===== config.mk =====
export PLATFORM = sky130hd
export DESIGN_NAME = arbitrated_stream_mux
export DESIGN_NICKNAME = d
export VERILOG_FILES = /design/src/rtl/arbitrated_stream_mux_pkg.sv /design/src/rtl/arbitrated_stream_mux_picker.sv /design/src/rtl/arbitrated_stream_mux.sv
export SDC_FILE = /design/constraint.sdc
export NUM_CORES = 1
export LEC_CHECK = 0
export BUFFER_PORTS_ARGS = -buffer_cell sky130_fd_sc_hd__buf_2
export CORE_ASPECT_RATIO = 1.75
export CORE_MARGIN = 10
export CORE_UTILIZATION = 45
export DETAILED_ROUTE_END_ITERATION = 6
export PLACE_DENSITY = 0.84
export SETUP_SLACK_MARGIN = 0.5
export SKIP_LAST_GASP = 1
export SLEW_MARGIN = 30
export SYNTH_ARGS = -nofsm -noshare
export SYNTH_HDL_FRONTEND = slang
export SYNTH_SLANG_ARGS = --single-unit
export TNS_END_PERCENT = 1

===== constraint.sdc =====
create_clock -name clk -period 5.65 [get_ports clk]
set_input_delay 0.8475 -clock clk [delete_from_list [all_inputs] [get_ports clk]]
set_output_delay 0.8475 -clock clk [all_outputs]
set_load 0.03 [all_outputs]

===== src/rtl/arbitrated_stream_mux_pkg.sv =====
// arbitrated_stream_mux_pkg: shared arbiter state encodings and index-width helper.
// Optional feature macro: ARB_STREAM_MUX_LOCK_EN adds the ARB_LOCKED state.
package arbitrated_stream_mux_pkg;

    typedef enum logic [1:0] {
        ARB_IDLE   = 2'd0,
        ARB_ACTIVE = 2'd1
`ifdef ARB_STREAM_MUX_LOCK_EN
        ,
        ARB_LOCKED = 2'd2
`endif
    } arb_state_e;

    // Bits needed to index INPUTS requesters; never below one bit.
    function automatic int idx_width(input int n);
        return (n > 1) ? $clog2(n) : 1;
    endfunction

endpackage


===== src/rtl/arbitrated_stream_mux_picker.sv =====
// rr_priority_picker: combinational round-robin search over a request vector.
// Ports: req (requests), start (first index searched), hit (any request),
//        idx (winner index), onehot (winner one-hot, zero without hit).
module rr_priority_picker
    import arbitrated_stream_mux_pkg::*;
#(
    parameter int INPUTS = 4,
    localparam int IW = idx_width(INPUTS)
) (
    input  logic [INPUTS-1:0] req,
    input  logic [IW-1:0]     start,
    output logic              hit,
    output logic [IW-1:0]     idx,
    output logic [INPUTS-1:0] onehot
);

    // Explicit wrap so non-power-of-two INPUTS never aliases through truncation.
    function automatic logic [IW-1:0] wrap_add(input logic [IW-1:0] a, input int b);
        int s;
        s = int'(a) + b;
        return IW'((s > INPUTS - 1) ? s - INPUTS : s);
    endfunction

    // Scan from the farthest offset down so the nearest request to start wins.
    always_comb begin
        hit = 1'b0;
        idx = '0;
        for (int k = INPUTS - 1; k >= 0; k--) begin
            if (req[wrap_add(start, k)]) begin
                hit = 1'b1;
                idx = wrap_add(start, k);
            end
        end
        onehot = hit ? (INPUTS'(1) << idx) : '0;
    end

endmodule


===== src/rtl/arbitrated_stream_mux.sv =====
// arbitrated_stream_mux: registered N-to-1 round-robin stream mux with valid/ready.
// Ports: clk, rst (async, active-high), req_valid/req_data/req_ready (sources),
//        out_valid/out_data/out_ready/out_source (sink), busy.
// Optional feature macro: ARB_STREAM_MUX_LOCK_EN adds req_lock and the locked state.
module arbitrated_stream_mux
    import arbitrated_stream_mux_pkg::*;
#(
    parameter int WIDTH = 32,
    parameter int INPUTS = 4,
    parameter logic [WIDTH-1:0] DEFAULT = '0,
    localparam int IW = idx_width(INPUTS)
) (
    input  logic                     clk,
    input  logic                     rst,
    input  logic [INPUTS-1:0]        req_valid,
    input  logic [WIDTH*INPUTS-1:0]  req_data,
`ifdef ARB_STREAM_MUX_LOCK_EN
    input  logic [INPUTS-1:0]        req_lock,
`endif
    output logic [INPUTS-1:0]        req_ready,
    output logic                     out_valid,
    output logic [WIDTH-1:0]         out_data,
    input  logic                     out_ready,
    output logic [INPUTS-1:0]        out_source,
    output logic                     busy
);

    arb_state_e        state_q, state_d;
    logic [IW-1:0]     grant_q, grant_d, rr_ptr_q, rr_ptr_d, ptr_nxt, pick_start, pick_idx;
    logic [INPUTS-1:0] grant_oh_q, grant_oh_d, out_source_q, out_source_d, pick_oh;
    logic [WIDTH-1:0]  out_data_q, out_data_d;
    logic              out_valid_q, out_valid_d, space, xfer, lock_g, pick_hit;

    assign space   = !out_valid_q || out_ready;
    assign xfer    = (state_q != ARB_IDLE) && req_valid[grant_q] && space;
    assign ptr_nxt = (grant_q == IW'(INPUTS - 1)) ? '0 : grant_q + 1'b1;
    // After a transfer the re-pick starts just past the granted source.
    assign pick_start = xfer ? ptr_nxt : rr_ptr_q;
`ifdef ARB_STREAM_MUX_LOCK_EN
    assign lock_g = req_lock[grant_q];
`else
    assign lock_g = 1'b0;
`endif

    rr_priority_picker #(.INPUTS(INPUTS)) u_picker (
        .req    (req_valid),
        .start  (pick_start),
        .hit    (pick_hit),
        .idx    (pick_idx),
        .onehot (pick_oh)
    );

    always_comb begin
        state_d      = state_q;
        grant_d      = grant_q;
        grant_oh_d   = grant_oh_q;
        rr_ptr_d     = rr_ptr_q;
        out_valid_d  = out_valid_q;
        out_data_d   = out_data_q;
        out_source_d = out_source_q;
        if (state_q == ARB_IDLE) begin
            if (pick_hit) begin
                state_d    = ARB_ACTIVE;
                grant_d    = pick_idx;
                grant_oh_d = pick_oh;
            end
        end else if (xfer) begin
            out_data_d   = req_data[int'(grant_q)*WIDTH +: WIDTH];
            out_source_d = grant_oh_q;
            rr_ptr_d     = ptr_nxt;
`ifdef ARB_STREAM_MUX_LOCK_EN
            if (lock_g) begin
                state_d = ARB_LOCKED;
            end else
`endif
            if (pick_hit) begin
                state_d    = ARB_ACTIVE;
                grant_d    = pick_idx;
                grant_oh_d = pick_oh;
            end else begin
                state_d = ARB_IDLE;
            end
        end else if (!req_valid[grant_q] && state_q == ARB_ACTIVE) begin
            // Source withdrew before its beat transferred: abandon without capture.
            state_d = ARB_IDLE;
        end
        // A capture in the same cycle as a drain keeps the register full.
        if (xfer) begin
            out_valid_d = 1'b1;
        end else if (out_ready) begin
            out_valid_d  = 1'b0;
            out_source_d = '0;
        end
    end

    always_ff @(posedge clk or posedge rst) begin
        if (rst) begin
            state_q      <= ARB_IDLE;
            grant_q      <= '0;
            grant_oh_q   <= '0;
            rr_ptr_q     <= '0;
            out_valid_q  <= 1'b0;
            out_data_q   <= DEFAULT;
            out_source_q <= '0;
        end else begin
            state_q      <= state_d;
            grant_q      <= grant_d;
            grant_oh_q   <= grant_oh_d;
            rr_ptr_q     <= rr_ptr_d;
            out_valid_q  <= out_valid_d;
            out_data_q   <= out_data_d;
            out_source_q <= out_source_d;
        end
    end

    assign req_ready  = (state_q != ARB_IDLE && space) ? grant_oh_q : '0;
    assign out_valid  = out_valid_q;
    assign out_data   = out_data_q;
    assign out_source = out_source_q;
    assign busy       = (state_q != ARB_IDLE) || out_valid_q;

    logic unused_lock;
    assign unused_lock = lock_g;

endmodule


==> results by group <==
Detailed routing
  • Drc violations: 0
  • Routed WL per cell: 20.3 µm
  • Post-DRT Antenna Nets: 0
  • Via density: 5.49
  • Starting DRC count in detailed routing: 226
  • Detailed-router iteration count before antenna repair: 4
  • Vias: 2,448
  • Total Wirelength: 9.06 mm

STA
  • Worst Clk Skew: 3.08 ps
  • Period Utilization, post-route: 0.495
  • Max Slew Vio Count: 0
  • RSZ-0062 raised after global routing: false
  • Post-route setup TNS: 0 ps
  • Final Hold Vio Count: 0
  • Least-Margin Pin Slew: 805 ps
  • Max-Slew Margin vs Limit: 0.463
  • Final worst slack: 2850 ps
  • Period minus WS final: 2800 ps
  • Max frequency: 357 MHz
  • Final setup viols: 0

Logic synthesis
  • Synth area leaders: dfrtp_1 41%, mux4_2 26%, mux2_2 15%
  • Synth warn: 0
  • Largest area contributor in the netlist: dfrtp_1
  • Yosys cell types: 34
  • Register bit total from synthesis: 46
  • EDFF count, synth: 0
  • Prevailing post-synth register cell: dfrtp_1
  • Syn_area_per_cell: 14.5 µm²
  • Yosys top cell area share: 0.410
  • Synth async-reset ratio: 1.00
  • Seq/Total Area, Yosys: 0.410
  • Cell Area, Synth: 0.00281 mm²
  • Mapped Cells: 194
  • Syn Nets: 330

Worst hold path
  • Hold Path Cell Cnt: 1
  • Worst hold path class: reg2reg
  • Worst Hold End: out_data[5]
  • Hold path startpoint: out_data[5]

Outcome
  • Run status: finished clean

Clocking
  • Worst-path clk slew: 80 ps
  • CTS Hold Bufs: 0
  • Cts bufs inserted: 5
  • Post-CTS Setup Repair Bufs: 0
  • CTS tree: done
  • Post-CTS Resized: 0
  • Worst-Skew Late Latency: 290 ps
  • Clock Sink Count: 46
  • Clock buffer depth: 2
  • H-Tree Depth: 2
  • Root buf cell: clkbuf_8

Critical path
  • Slowest CP cell: nand3_4
  • R2R cell count: 8
  • Crit Path Class: in2reg
  • Req. time, crit path: 5830 ps
  • Crit-path cells: buf_2, nand2b_1, nand3_4, a221oi_1, a21oi_1, nor4_4, and3b_1
  • CP Max Fanout: 44
  • Worst r2r src: grant_q[0]
  • Crit path max-delay family: simple AND/OR/NAND/NOR gates
  • R2R Setup Slk: 3010 ps
  • CP endpoint kind: register
  • Slowest stage delay, CP: 530 ps
  • CP arrival: 2980 ps
  • Setup crit start kind: input port
  • Bufs and invs on worst path: 1
  • FF-to-FF End: grant_oh_q[0]

Floorplan
  • Die span in x: 79.7 µm
  • Initial Util: 0.458
  • Core box area: 0.00613 mm²
  • Die H: 125 µm
  • Row Count: 38
  • Io pins: 177
  • Die ar.: 0.00993 mm²

Place
  • Hpwl dp: 7.49 mm
  • PortBufs: 176
  • GPL Wtd Cong: 0.801
  • DP Worst Slack: 2510 ps

Global routing
  • Largest net degree at the start of global routing: 47
  • Global-route usage over all layers: 0.183
  • First-pass GRT wire length: 14.3 mm
  • Total gr overflow: 0
  • Antenna violations before repair: 0
  • Vias in the first global route: 2,876

Run
  • # Max-Cap Violations: 0

Finish
  • Most common cell after layout, fill and taps aside: buf_2
  • Synth-to-Final Area Change: 36.5%
  • Fin nets: 501
  • Commonest non-fill, non-tap cells in the layout: 176 x buf_2, 45 x dfrtp_1, 38 x mux2_2
  • Layout cells sized above 1: 0.724
  • Antenna cells: 0

Pwr
  • Leakage power: 1.87 nW
  • PwrDens: 563 mW/mm²
  • Worst IR Drop VDD: 0.246 mV
==> power by group <==
part	leakage (nW)	total, W	switching [W]	internal [W]
clock	0.0482	0.000202	0.000103	0.0000988
sequential	0.552	0.000591	0.0000941	0.000497
combinational	1.27	0.00136	0.000755	0.000610
==> layer usage <==
metal	part of all wire	global-route usage	wire [µm]	up-vias
met3	0.075	0.0650	684	31
met5	0	0	0	-
met4	0.042	0.0979	380	0
met2	0.57	0.336	5130	117
met1	0.32	0.165	2860	1206
li1	-	-	-	1094
==> cells in the mapped netlist, types with 2 or more instances <==
| cell type | number |
|---|---|
| dfrtp_1 | 46 |
| mux2_2 | 38 |
| mux4_2 | 33 |
| buf_2 | 9 |
| inv_1 | 8 |
| nand2_1 | 8 |
| nor2b_1 | 7 |
| and3_1 | 4 |
| clkbuf_1 | 4 |
| o21ai_0 | 4 |
| nand2b_1 | 3 |
| or2_2 | 3 |
| a21o_1 | 2 |
| a21oi_1 | 2 |
| a221oi_1 | 2 |
| a22o_1 | 2 |
| mux2i_1 | 2 |
==> sequential cells by signal, summed over array words and instances, names as in the netlist <==
name        cells
out_data       32
grant_oh_q      4
out_source      4
grant_q         2
rr_ptr_q        2
out_valid       1
state_q         1
==> worst max path at each step <==
stage / from / endpoint / slack (ps) / depth (start not counted)
after global placement: out_ready / grant_oh_q[0] / 2610 / 7
after floorplan: req_valid[3] / out_data[2] / 3260 / 5
after detailed placement: out_ready / grant_oh_q[0] / 2510 / 7
after global routing: out_ready / grant_oh_q[0] / 2610 / 7
after CTS: out_ready / grant_oh_q[0] / 2810 / 7
final: out_ready / grant_oh_q[0] / 2850 / 7
==> metrics by stage <==
stage           util  hold slack [ps]  total power, W  cell area, µm²  instances
2_1_floorplan      -              484         0.00163            2810        194
3_3_place_gp   0.610              483         0.00194            3740        438
3_5_place_dp   0.610              487         0.00198            3740        438
4_1_cts        0.625              506         0.00219            3830        446
5_1_grt        0.625              518         0.00231            3840        446
6_report       0.625              505         0.00216            3840        446
==> logic make-up (layout without fill, tap and decap cells) <==
kind of cell / Yosys count / count (layout) / synth area share
AO/OA/AOI/OAI: 19 / 19 / 0.0512
AND/OR/NAND/NOR: 32 / 32 / 0.0726
multiplexers: 74 / 74 / 0.429
buffers and inverters: 22 / 194 / 0.0334
flip-flops: 46 / 46 / 0.410
adder cells (fa/ha/maj): 1 / 1 / 0.00445
==> cell type report <==
| class | instances | area [µm²] |
|---|---|---|
| fillers | 501 | 2300 |
| clock buffers | 7 | 86.3 |
| flip-flops and latches | 46 | 1150 |
| multi-input cells | 126 | 1570 |
| clock inverters | 1 | 5.00 |
| inverters | 8 | 31.3 |
| repair buffers | 178 | 896 |
| well taps | 80 | 100 |
Note: power is estimated with default switching activity, not from simulation.
